===== config.mk =====
export PLATFORM = sky130hd
export DESIGN_NAME = servo_pwm_bank
export DESIGN_NICKNAME = d
export VERILOG_FILES = /design/src/rtl/servo_pwm_bank_pkg.sv /design/src/rtl/servo_pwm_bank_prescaler.sv /design/src/rtl/servo_pwm_bank.sv
export SDC_FILE = /design/constraint.sdc
export NUM_CORES = 1
export LEC_CHECK = 0
export CAP_MARGIN = 20
export CORE_UTILIZATION = 49
export CTS_CLUSTER_DIAMETER = 120
export DETAILED_ROUTE_END_ITERATION = 6
export MAX_ROUTING_LAYER = met4
export PLACE_DENSITY = 0.65
export RECOVER_POWER = 100
export SLEW_MARGIN = 25
export SYNTH_ARGS = -nofsm -noshare
export SYNTH_HDL_FRONTEND = slang
export SYNTH_SLANG_ARGS = --single-unit

===== constraint.sdc =====
create_clock -name i_clk -period 9.7 [get_ports i_clk]
set_clock_uncertainty 0.2 [all_clocks]
set_input_delay 1.94 -clock i_clk [delete_from_list [all_inputs] [get_ports i_clk]]
set_output_delay 1.94 -clock i_clk [all_outputs]
set_load 0.005 [all_outputs]

===== src/rtl/servo_pwm_bank_pkg.sv =====
// Purpose : shared defaults, address-width helper and tick-rate constants for the servo PWM bank.
// Latency : n/a (package only).
// Backpressure: n/a (package only).
package servo_pwm_bank_pkg;

    // Default build of the servo bank.
    localparam int DEF_NUM_CH       = 8;
    localparam int DEF_CLK_DIV      = 31;
    localparam int DEF_POS_W        = 10;
    localparam int DEF_FRAME_W      = 12;
    localparam int DEF_PULSE_OFFSET = 0;

    // Prescaler divide values that give a 1 us PWM tick at common system clocks.
    localparam int CLK_DIV_1US_AT_25MHZ  = 25;
    localparam int CLK_DIV_1US_AT_50MHZ  = 50;
    localparam int CLK_DIV_1US_AT_100MHZ = 100;

    // Channel address width: clog2 of the channel count, never narrower than one bit.
    function automatic int ch_aw(input int n);
        return (n < 2) ? 1 : $clog2(n);
    endfunction

endpackage


===== src/rtl/servo_pwm_bank_prescaler.sv =====
// Purpose : free-running divider, o_tick high for one clk out of every CLK_DIV clks.
// Latency : o_tick is combinational from the count register (high while count == CLK_DIV-1).
// Backpressure: none, free-running.
// Ports   : i_clk, i_reset (async, active-high), o_tick.
module servo_prescaler #(
    parameter int CLK_DIV = 31
) (
    input  logic i_clk,
    input  logic i_reset,
    output logic o_tick
);

    localparam int DIV_W = $clog2(CLK_DIV);

    logic [DIV_W-1:0] r_div_cnt;

    assign o_tick = (r_div_cnt == DIV_W'(CLK_DIV - 1));

    always_ff @(posedge i_clk or posedge i_reset) begin
        if (i_reset) begin
            r_div_cnt <= '0;
        end else if (o_tick) begin
            r_div_cnt <= '0;
        end else begin
            r_div_cnt <= r_div_cnt + 1'b1;
        end
    end

endmodule


===== src/rtl/servo_pwm_bank.sv =====
// Purpose : multi-channel RC-servo PWM; shared prescaler and frame counter, per-channel shadowed width/enable.
// Latency : o_servo_out and o_frame_start are registered, 1 clk after the frame counter changes.
// Backpressure: none; one host write accepted every cycle, out-of-range addresses dropped.
// Ports   : i_clk, i_reset (async, active-high), i_wr_en/i_wr_addr/i_wr_pos/i_wr_enable host write,
//           o_servo_out[NUM_CH] PWM pins, o_frame_start one-cycle wrap pulse.
module servo_pwm_bank
    import servo_pwm_bank_pkg::*;
#(
    parameter int NUM_CH       = DEF_NUM_CH,
    parameter int CLK_DIV      = DEF_CLK_DIV,
    parameter int POS_W        = DEF_POS_W,
    parameter int FRAME_W      = DEF_FRAME_W,
    parameter int PULSE_OFFSET = DEF_PULSE_OFFSET,
    localparam int CH_AW       = ch_aw(NUM_CH)
) (
    input  logic              i_clk,
    input  logic              i_reset,
    input  logic              i_wr_en,
    input  logic [CH_AW-1:0]  i_wr_addr,
    input  logic [POS_W-1:0]  i_wr_pos,
    input  logic              i_wr_enable,
    output logic [NUM_CH-1:0] o_servo_out,
    output logic              o_frame_start
);

    logic               w_tick;
    logic               w_wrap;
    logic [FRAME_W-1:0] r_frame_cnt;
    logic [NUM_CH-1:0]  w_hit;
    logic [NUM_CH-1:0]  r_servo_out;
    logic               r_frame_start;

    servo_prescaler #(
        .CLK_DIV (CLK_DIV)
    ) u_prescaler (
        .i_clk   (i_clk),
        .i_reset (i_reset),
        .o_tick  (w_tick)
    );

    // Frame boundary: the tick that takes the counter from all-ones back to zero.
    assign w_wrap = w_tick && (&r_frame_cnt);

    always_ff @(posedge i_clk or posedge i_reset) begin
        if (i_reset) begin
            r_frame_cnt <= '0;
        end else if (w_tick) begin
            r_frame_cnt <= r_frame_cnt + 1'b1;
        end
    end

    for (genvar g = 0; g < NUM_CH; g++) begin : g_ch
        logic [POS_W-1:0] r_shadow_pos;
        logic             r_shadow_en;
        logic [POS_W-1:0] r_pos_act;
        logic             r_en_act;
        logic             w_sel;
        logic [FRAME_W:0] w_limit;

        // Equality against a channel index below NUM_CH also rejects every address >= NUM_CH.
        assign w_sel = i_wr_en && (i_wr_addr == CH_AW'(g));

        // The active copy samples the shadow's pre-edge value, so a write landing on
        // the wrap edge is deferred to the following frame.
        always_ff @(posedge i_clk or posedge i_reset) begin
            if (i_reset) begin
                r_shadow_pos <= '0;
                r_shadow_en  <= 1'b0;
                r_pos_act    <= '0;
                r_en_act     <= 1'b0;
            end else begin
                if (w_sel) begin
                    r_shadow_pos <= i_wr_pos;
                    r_shadow_en  <= i_wr_enable;
                end
                if (w_wrap) begin
                    r_pos_act <= r_shadow_pos;
                    r_en_act  <= r_shadow_en;
                end
            end
        end

        // One extra bit so pos + offset can never wrap.
        assign w_limit  = (FRAME_W + 1)'(r_pos_act) + (FRAME_W + 1)'(PULSE_OFFSET);
        assign w_hit[g] = r_en_act && ({1'b0, r_frame_cnt} < w_limit);
    end

    always_ff @(posedge i_clk or posedge i_reset) begin
        if (i_reset) begin
            r_servo_out   <= '0;
            r_frame_start <= 1'b0;
        end else begin
            r_servo_out   <= w_hit;
            r_frame_start <= w_wrap;
        end
    end

    assign o_servo_out   = r_servo_out;
    assign o_frame_start = r_frame_start;

endmodule

[After elaboration in Yosys (flattened, before gate mapping)]
Index checks and enable logic that the tools add are counted.
Cells by class
  add/subtract/negate cells: 2
  $lt $le $gt $ge: 8
  equal/unequal tests: 8
  muxes and demuxes: 1
  reductions and logical operators: 19
Operators with widths (number)
  12-bit by 10-bit < comparator with 1-bit output: 8
  1-bit logical AND: 17
  12-bit by 1-bit adder with 12-bit output, second input constant: 1
  3-bit equality test, second input constant: 4
  12-bit AND reduction: 1
  3-bit by 2-bit equality test with 1-bit output, second input constant: 2
  5-bit by 1-bit adder with 5-bit output, second input constant: 1
  5-bit equality test, second input constant: 1
  5-bit 2-to-1 mux: 1
  3-bit by 1-bit equality test with 1-bit output, second input constant: 1
  3-bit logical NOT: 1
Storage, ports and cells
  flip-flop bits (word level): 202
  bits of input ports: 17
  output and inout bits: 9
  word-level logic and storage cells: 74

[Depth between registers and ports, before layout]
Gate-level depths: netlist of run 1.
  depth after elaboration: 2
  gate-level depth with buffers: 8
  depth with buffers taken out: 6

[By module]
From an unflattened synthesis of run 1, not the netlist that was laid out.
Unflattened totals
  cell total of the unflattened synthesis: 716
  area total of the unflattened synthesis: 9401.5 µm²
By module, submodules not included
  servo_pwm_bank: instances 1, cells an instance 695, area an instance 9153.8 µm², sequential area each 4929.7 µm²
  servo_prescaler: instances 1, cells an instance 21, area an instance 247.7 µm², sequential area each 125.1 µm²

[Least setup slack after synthesis of run 1]
Ideal clock, no wire load.
  path type: input port to flip-flop
  start point: input port i_wr_addr[2]
  end point: register g_ch[1].r_shadow_en
  setup time: 125 ps
  arrival time: 2923 ps
  required time: 9375 ps
  slack: 6452 ps
  stages on the path: 4
  path buffers: 1
  path through: nand2b_1 nor3b_1 buf_2 mux2_2
On the way
  cells in the longest elaborated chain, start to end: 2
Ends and longest elaborated chain
  start, declared: RTL line servo_pwm_bank.sv:19  | input logic [CH_AW-1:0] i_wr_addr,
  3-bit by 1-bit equality test with 1-bit output: RTL line servo_pwm_bank.sv:61  | assign w_sel = i_wr_en && (i_wr_addr == CH_AW'(g));
  1-bit logical AND: RTL line servo_pwm_bank.sv:61
  end signal, assigned: RTL line servo_pwm_bank.sv:74  | r_shadow_en <= i_wr_enable;
  end, declared: RTL line servo_pwm_bank.sv:54  | logic r_shadow_en;
No other way between the ends.
A chain may end at the register's enable or synchronous reset.

==> impl_metrics.py, run 1 <==
metrics = {
    "run_status": {
        "outcome": "finished, violations left",
        "violations": "capacitance limit, slew limit",
    },
    "pwr": {
        "peakVddDrop_mv": 0.131,
        "p_seq_share_pct": 49.4,
        "p_sw_share_pct": 21.0,
        "combPwrFrac_pct": 6.0,
        "p_leak_nw": 4.76,
        "p_per_area_nw_per_um2": 187,
        "switching_power_uw": 411,
        "intPower_mw": 1.54,
        "total_power_mw": 1.95,
        "pwr-share-clk_pct": 44.6,
    },
    "worst_setup_path": {
        "end_kind": "async pin",
        "path_delay_family": "buffers and inverters",
        "cp.arrival_ps": 5280,
        "path_class": "input pin to async pin",
        "slowest_stage": "clkinvlp_2",
        "crit_path_start_kind": "input pin",
        "cp_num_buf_inv": 2,
        "path_max_fanout": 116,
        "required_ps": 9200,
        "cpPeakStageDelay_ps": 2790,
        "worstPathCellList": "clkdlybuf4s50_1 > clkinvlp_2",
    },
    "clock_network": {
        "path_clk_slew_ps": 60,
        "cts_made_buffers": 22,
        "ctsHoldBuffers": 0,
        "clock_latency_ps": 500,
        "cts_sinks": 202,
        "htree_levels": 1,
        "cts_resized": 0,
        "cts.path.max_buffers": 3,
        "clock-root-buffer": "clkbuf_16",
        "post_cts_buffers": 0,
        "cts_tree": "done",
    },
    "route": {
        "drt-initial-drc-count": 310,
        "wl_per_cell_um": 18.1,
        "drc": 0,
        "dr.pass1.iters": 4,
        "viasPerCell": 5.57,
        "via_count": 5983,
        "ant_nets": 0,
        "drt-total-wl_um": 19400,
    },
    "timing": {
        "relSlewSlack_pct": -240,
        "worstMarginPinSlew_ps": 5070,
        "hold_viol_final": 0,
        "timing.final.crit_share_pct": 59.6,
        "final.min_clock_period_ps": 5790,
        "fin_setup_tns_ps": 0,
        "max_freq_mhz": 173,
        "rsz0062_at_grt": "no",
        "drv_slew": 192,
        "hold_slack_ps": 273,
        "setup_viol": 0,
    },
    "final_layout": {
        "final_common_cell": "dfrtp_1",
        "multi_input_area_um2": 3730,
        "drive_above_1_share_pct": 16.8,
        "nets": 923,
        "antenna_cells": 0,
        "area_growth_pct": 12.7,
        "n_fill_cell": 1527,
        "most-common-layout-cells": "dfrtp_1 (202), mux2_2 (104), nand2_1 (98)",
        "seq_area_um2": 5050,
    },
    "floorplan": {
        "die-area_um2": 19500,
        "core_area_um2": 18300,
        "die_w_um": 139,
        "io_pins": 26,
        "row_count": 49,
        "initial_core_util_pct": 50.7,
        "die_y_um": 139,
    },
    "synthesis": {
        "ys_ff_latch": 202,
        "synth_top_area_share_pct": 54.6,
        "ys_warn_count": 0,
        "syn_area_um2": 9260,
        "postSynthAreaPerCell_um2": 11.5,
        "synth_area_leaders": "dfrtp_1 (55%), mux2_2 (13%), ha_1 (10%)",
        "yosys.area.top_type": "dfrtp_1",
        "syn-num-nets": 895,
        "syn_inst": 803,
        "ys_types": 32,
        "synth_seq_area_share_pct": 54.6,
    },
    "grt": {
        "grt_pass1_vias": 6095,
        "grt_pass1_wl_um": 31700,
        "antenna_found_initial": 0,
        "grt_start_max_net_pins": 117,
        "track_usage_pct": 21.5,
        "overflow": 0,
    },
    "placed_design": {
        "place_hpwl_um": 12500,
        "gp_congestion": 0.798,
        "io_buffers": 25,
    },
    "hold_path": {
        "hp-class": "flop to flop",
    },
    "job": {
        "max-cap-violations": 2,
    },
}
-- area by class of cell --
class | instances | area share, %
Clock buffer | 33 | 6.35
Multi-Input combinational cell | 489 | 35.7
Sequential cell | 202 | 48.4
Tap cell | 229 | 2.74
Clock inverter | 6 | 1.01
Inverter | 84 | 3.03
Timing Repair Buffer | 32 | 2.76
-- cell usage after synthesis --
cell and instances:
a21oi_1 32, xnor2_1 7, ha_1 75, o21bai_1 6, nand2b_1 1, mux2_2 104
o21ai_1 18, nor4_4 1, nand3_1 13, o2111ai_1 8, nor2_1 11, buf_4 10
o211ai_1 1, and3_1 1, o21ai_0 66, dfrtp_1 202, o31a_1 6, clkbuf_1 11
buf_2 6, inv_1 84, nand4_1 11, a22oi_1 1, xor2_1 5, o21a_1 1
nor3b_1 8, nand2_1 98, o41a_1 1, nor3_1 6, clkbuf_2 1, and4_1 3
nand4_2 2, nand4b_1 3
-- cells by family (layout without fill, tap and decap cells) --
family / after synthesis / in the layout / share of synthesized area, %
multiplexers: 104 / 104 / 12.6
AO/OA/AOI/OAI: 140 / 140 / 8.44
AND/OR/NAND/NOR: 158 / 158 / 8.04
XOR/XNOR: 12 / 12 / 1.13
adder cells (fa/ha/maj): 75 / 75 / 10.1
flip-flops: 202 / 202 / 54.6
buffers and inverters: 112 / 155 / 5.04
-- flip-flops by register name (all words and copies together) (netlist names) --
register,cells
g_ch.r_en_act,8
g_ch.r_pos_act,80
g_ch.r_shadow_en,8
g_ch.r_shadow_pos,80
o_frame_start,1
o_servo_out,8
r_frame_cnt,12
u_prescaler.r_div_cnt,5
-- per-layer routing --
metal  vias to the layer above  wire (um)  global-route usage [%]
met3                        48        701                    2.96
met2                       114       8990                    33.7
li1                       2807          -                       -
met5                         -          0                       -
met1                      3014       9070                    28.7
met4                         0        688                    8.01
-- through the flow --
step / setup WS, ps / util [%] / area, um^2 / std cells
floorplan: 2050 / - / 9260 / 803
global placement: 5350 / 53.1 / 9710 / 1036
detailed placement: 5260 / 53.1 / 9710 / 1036
CTS: 5790 / 57.3 / 10500 / 1075
global route: 2990 / 57.2 / 10400 / 1075
finish: 3910 / 57.2 / 10400 / 1075
-- worst paths after layout --
path | slack [ps] | cells past startpoint | endpoint | startpoint
worst max register to register | 4300 | 5 | g_ch[5].r_en_act$_DFFE_PP0P_ | r_frame_cnt[4]$_DFFE_PP0N_
max in group i_clk | 4300 | 5 | g_ch[5].r_en_act$_DFFE_PP0P_ | r_frame_cnt[4]$_DFFE_PP0N_
worst min-delay path | 270 | 2 | g_ch[3].r_pos_act[3]$_DFFE_PP0P_ | g_ch[3].r_shadow_pos[3]$_DFFE_PP0P_
worst max-delay path | 3910 | 2 | g_ch[5].r_shadow_pos[6]$_DFFE_PP0P_ | i_reset
min in group asynchronous | 3100 | 2 | g_ch[6].r_shadow_pos[6]$_DFFE_PP0P_ | i_reset
worst min register to register | 270 | 2 | g_ch[3].r_pos_act[3]$_DFFE_PP0P_ | g_ch[3].r_shadow_pos[3]$_DFFE_PP0P_
-- power by group through the flow --
stage,sequential (mW),combinational (mW),clock (mW)
after floorplan,0.966,0.0901,0
after global placement,0.975,0.115,0
after detailed placement,0.978,0.122,0
after CTS,0.963,0.121,0.890
after global routing,0.973,0.130,0.925
final,0.964,0.118,0.872
Power figures use the tool's default switching activity.
==> run 2: changes to the inputs <==
==> constraint.sdc (replaced) <==
create_clock -name i_clk -period 5.9 [get_ports i_clk]
set_clock_uncertainty 0.2 [all_clocks]
set_input_delay 1.18 -clock i_clk [delete_from_list [all_inputs] [get_ports i_clk]]
set_output_delay 1.18 -clock i_clk [all_outputs]
set_load 0.005 [all_outputs]
==> run 2 against run 1 <==
Net effect:
- hold slack better by 2.0 ps
- global-route usage increased by 0.14 points
- sequential power increased by 64%
- via count fell by 2.2%
- combinational power rose by 67%
- highest routed layer unchanged
- the run still ends with capacitance limit, slew limit left
==> impl_metrics.py, run 2 (same netlist as run 1, synthesis figures left out) <==
metrics = {
    "worst_setup_path": {
        "end_kind": "async pin",
        "cp_num_buf_inv": 4,
        "path_class": "input pin to async pin",
        "r2r_start": "r_frame_cnt[5]$_DFFE_PP0N_",
        "rr_endpoint": "g_ch[4].r_pos_act[0]$_DFFE_PP0P_",
        "slowest_stage": "clkbuf_2",
        "worstPathCellList": "dlygate4sd3_1 > clkinvlp_4 > buf_12 > clkbuf_2",
        "cp.arrival_ps": 3950,
        "crit_path_start_kind": "input pin",
        "rrSetupSlack_ps": 2750,
        "path_max_fanout": 120,
        "rr_worst_depth": 4,
        "required_ps": 5900,
        "cpPeakStageDelay_ps": 1530,
        "path_delay_family": "buffers and inverters",
    },
    "hold_path": {
        "hp-class": "flop to flop",
        "worstHoldEndpoint": "g_ch[2].r_pos_act[4]$_DFFE_PP0P_",
        "whs_path_depth": 2,
        "hold_path_startpoint": "g_ch[2].r_shadow_pos[4]$_DFFE_PP0P_",
    },
    "floorplan": {
        "initial_core_util_pct": 50.7,
        "row_count": 49,
        "die-area_um2": 19500,
        "die_w_um": 139,
        "io_pins": 26,
        "core_area_um2": 18300,
        "die_y_um": 139,
    },
    "route": {
        "drt-initial-drc-count": 287,
        "ant_nets": 0,
        "via_count": 5852,
        "drc": 0,
        "drt-total-wl_um": 19400,
        "wl_per_cell_um": 18.1,
        "dr.pass1.iters": 6,
        "viasPerCell": 5.45,
    },
    "timing": {
        "worstMarginPinSlew_ps": 2010,
        "fin_setup_tns_ps": 0,
        "finalWorstSetupSlack_ps": 1950,
        "timing.final.crit_share_pct": 66.9,
        "rsz0062_at_grt": "no",
        "relSlewSlack_pct": -34.3,
        "drv_slew": 84,
        "final.min_clock_period_ps": 3950,
        "max_freq_mhz": 253,
        "hold_viol_final": 0,
        "setup_viol": 0,
    },
    "run_status": {
        "outcome": "finished, violations left",
        "violations": "capacitance limit, slew limit",
    },
    "placed_design": {
        "gp_congestion": 0.828,
        "dp_cells": 1035,
        "io_buffers": 25,
        "post-place-ws_ps": 2460,
        "place_hpwl_um": 12000,
    },
    "grt": {
        "antenna_found_initial": 0,
        "grt_start_max_net_pins": 203,
        "grt_pass1_wl_um": 31500,
        "track_usage_pct": 21.7,
        "overflow": 0,
        "grt_pass1_vias": 5855,
    },
    "job": {
        "max-cap-violations": 1,
    },
    "final_layout": {
        "top_regs": "g_ch.r_pos_act x80, g_ch.r_shadow_pos x80, r_frame_cnt x12",
        "most-common-layout-cells": "dfrtp_1 (202), mux2_2 (104), nand2_1 (98)",
        "nets": 923,
        "final_common_cell": "dfrtp_1",
        "instances_no_fill": 1074,
        "antenna_cells": 0,
        "drive_above_1_share_pct": 16.6,
        "area_growth_pct": 12.0,
    },
    "pwr": {
        "p_per_area_nw_per_um2": 296,
        "peakVddDrop_mv": 0.274,
        "p_leak_nw": 4.71,
        "total_power_mw": 3.07,
    },
    "clock_network": {
        "cts.path.max_buffers": 3,
        "path_clk_slew_ps": 60,
        "post_cts_buffers": 0,
        "clock-root-buffer": "clkbuf_16",
        "clock_latency_ps": 500,
        "ctsHoldBuffers": 0,
        "cts_resized": 0,
        "cts_made_buffers": 22,
        "htree_levels": 1,
        "cts_tree": "done",
        "cts_sinks": 202,
    },
}
## run 2: metal layers
layer / routed length (um) / share of wire [%] / track usage [%]
met5: 0 / 0 / -
met4: 375 / 1.9 / 5.91
met3: 527 / 2.7 / 2.44
met2: 9820 / 51 / 37.1
met1: 8710 / 45 / 27.3
## run 2: final cells by class
type                       count  area, um^2
timing repair buffer          32         310
fill                        1558        7900
sequential                   202        5050
clock inverter                 3        15.0
tap                          229         287
multi-input combinational    489        3720
clock buffer                  35         671
inverter                      84         319
## run 2: how the worst max path moves through the flow
stage,start,endpoint,slack [ps],cells after the start
floorplan,i_reset,g_ch[0].r_en_act$_DFFE_PP0P_,1900,1
global placement,i_wr_en,g_ch[4].r_shadow_pos[4]$_DFFE_PP0P_,2500,5
detailed placement,i_wr_en,g_ch[4].r_shadow_pos[8]$_DFFE_PP0P_,2460,5
CTS,i_wr_en,g_ch[4].r_shadow_pos[8]$_DFFE_PP0P_,2970,5
global route,i_reset,g_ch[1].r_shadow_pos[3]$_DFFE_PP0P_,1430,4
finish,i_reset,g_ch[1].r_shadow_pos[3]$_DFFE_PP0P_,1950,4
## run 2: power breakdown
group	switching [mW]	internal, mW	leakage (nW)
registers	0.0656	1.52	2.63
clock network	0.520	0.774	0.339
logic	0.0832	0.114	1.74
## run 2: worst register-to-register path, stage by stage, from the launching register on
cell and delay [ps]:
dfrtp_1 820, nand4_1 400, nor4_1 600, buf_12 550, mux2_2 460
## run 2: metrics by stage
| step | instance area [um^2] | utilization, % | hold slack (ps) |
|---|---|---|---|
| 6_report | 10400 | 56.8 | 275 |
| 5_1_grt | 10400 | 56.8 | 284 |
| 4_1_cts | 10400 | 57.0 | 275 |
| 3_5_place_dp | 9720 | 53.2 | 260 |
| 3_3_place_gp | 9720 | 53.2 | 256 |
| 2_1_floorplan | 9270 | - | 244 |
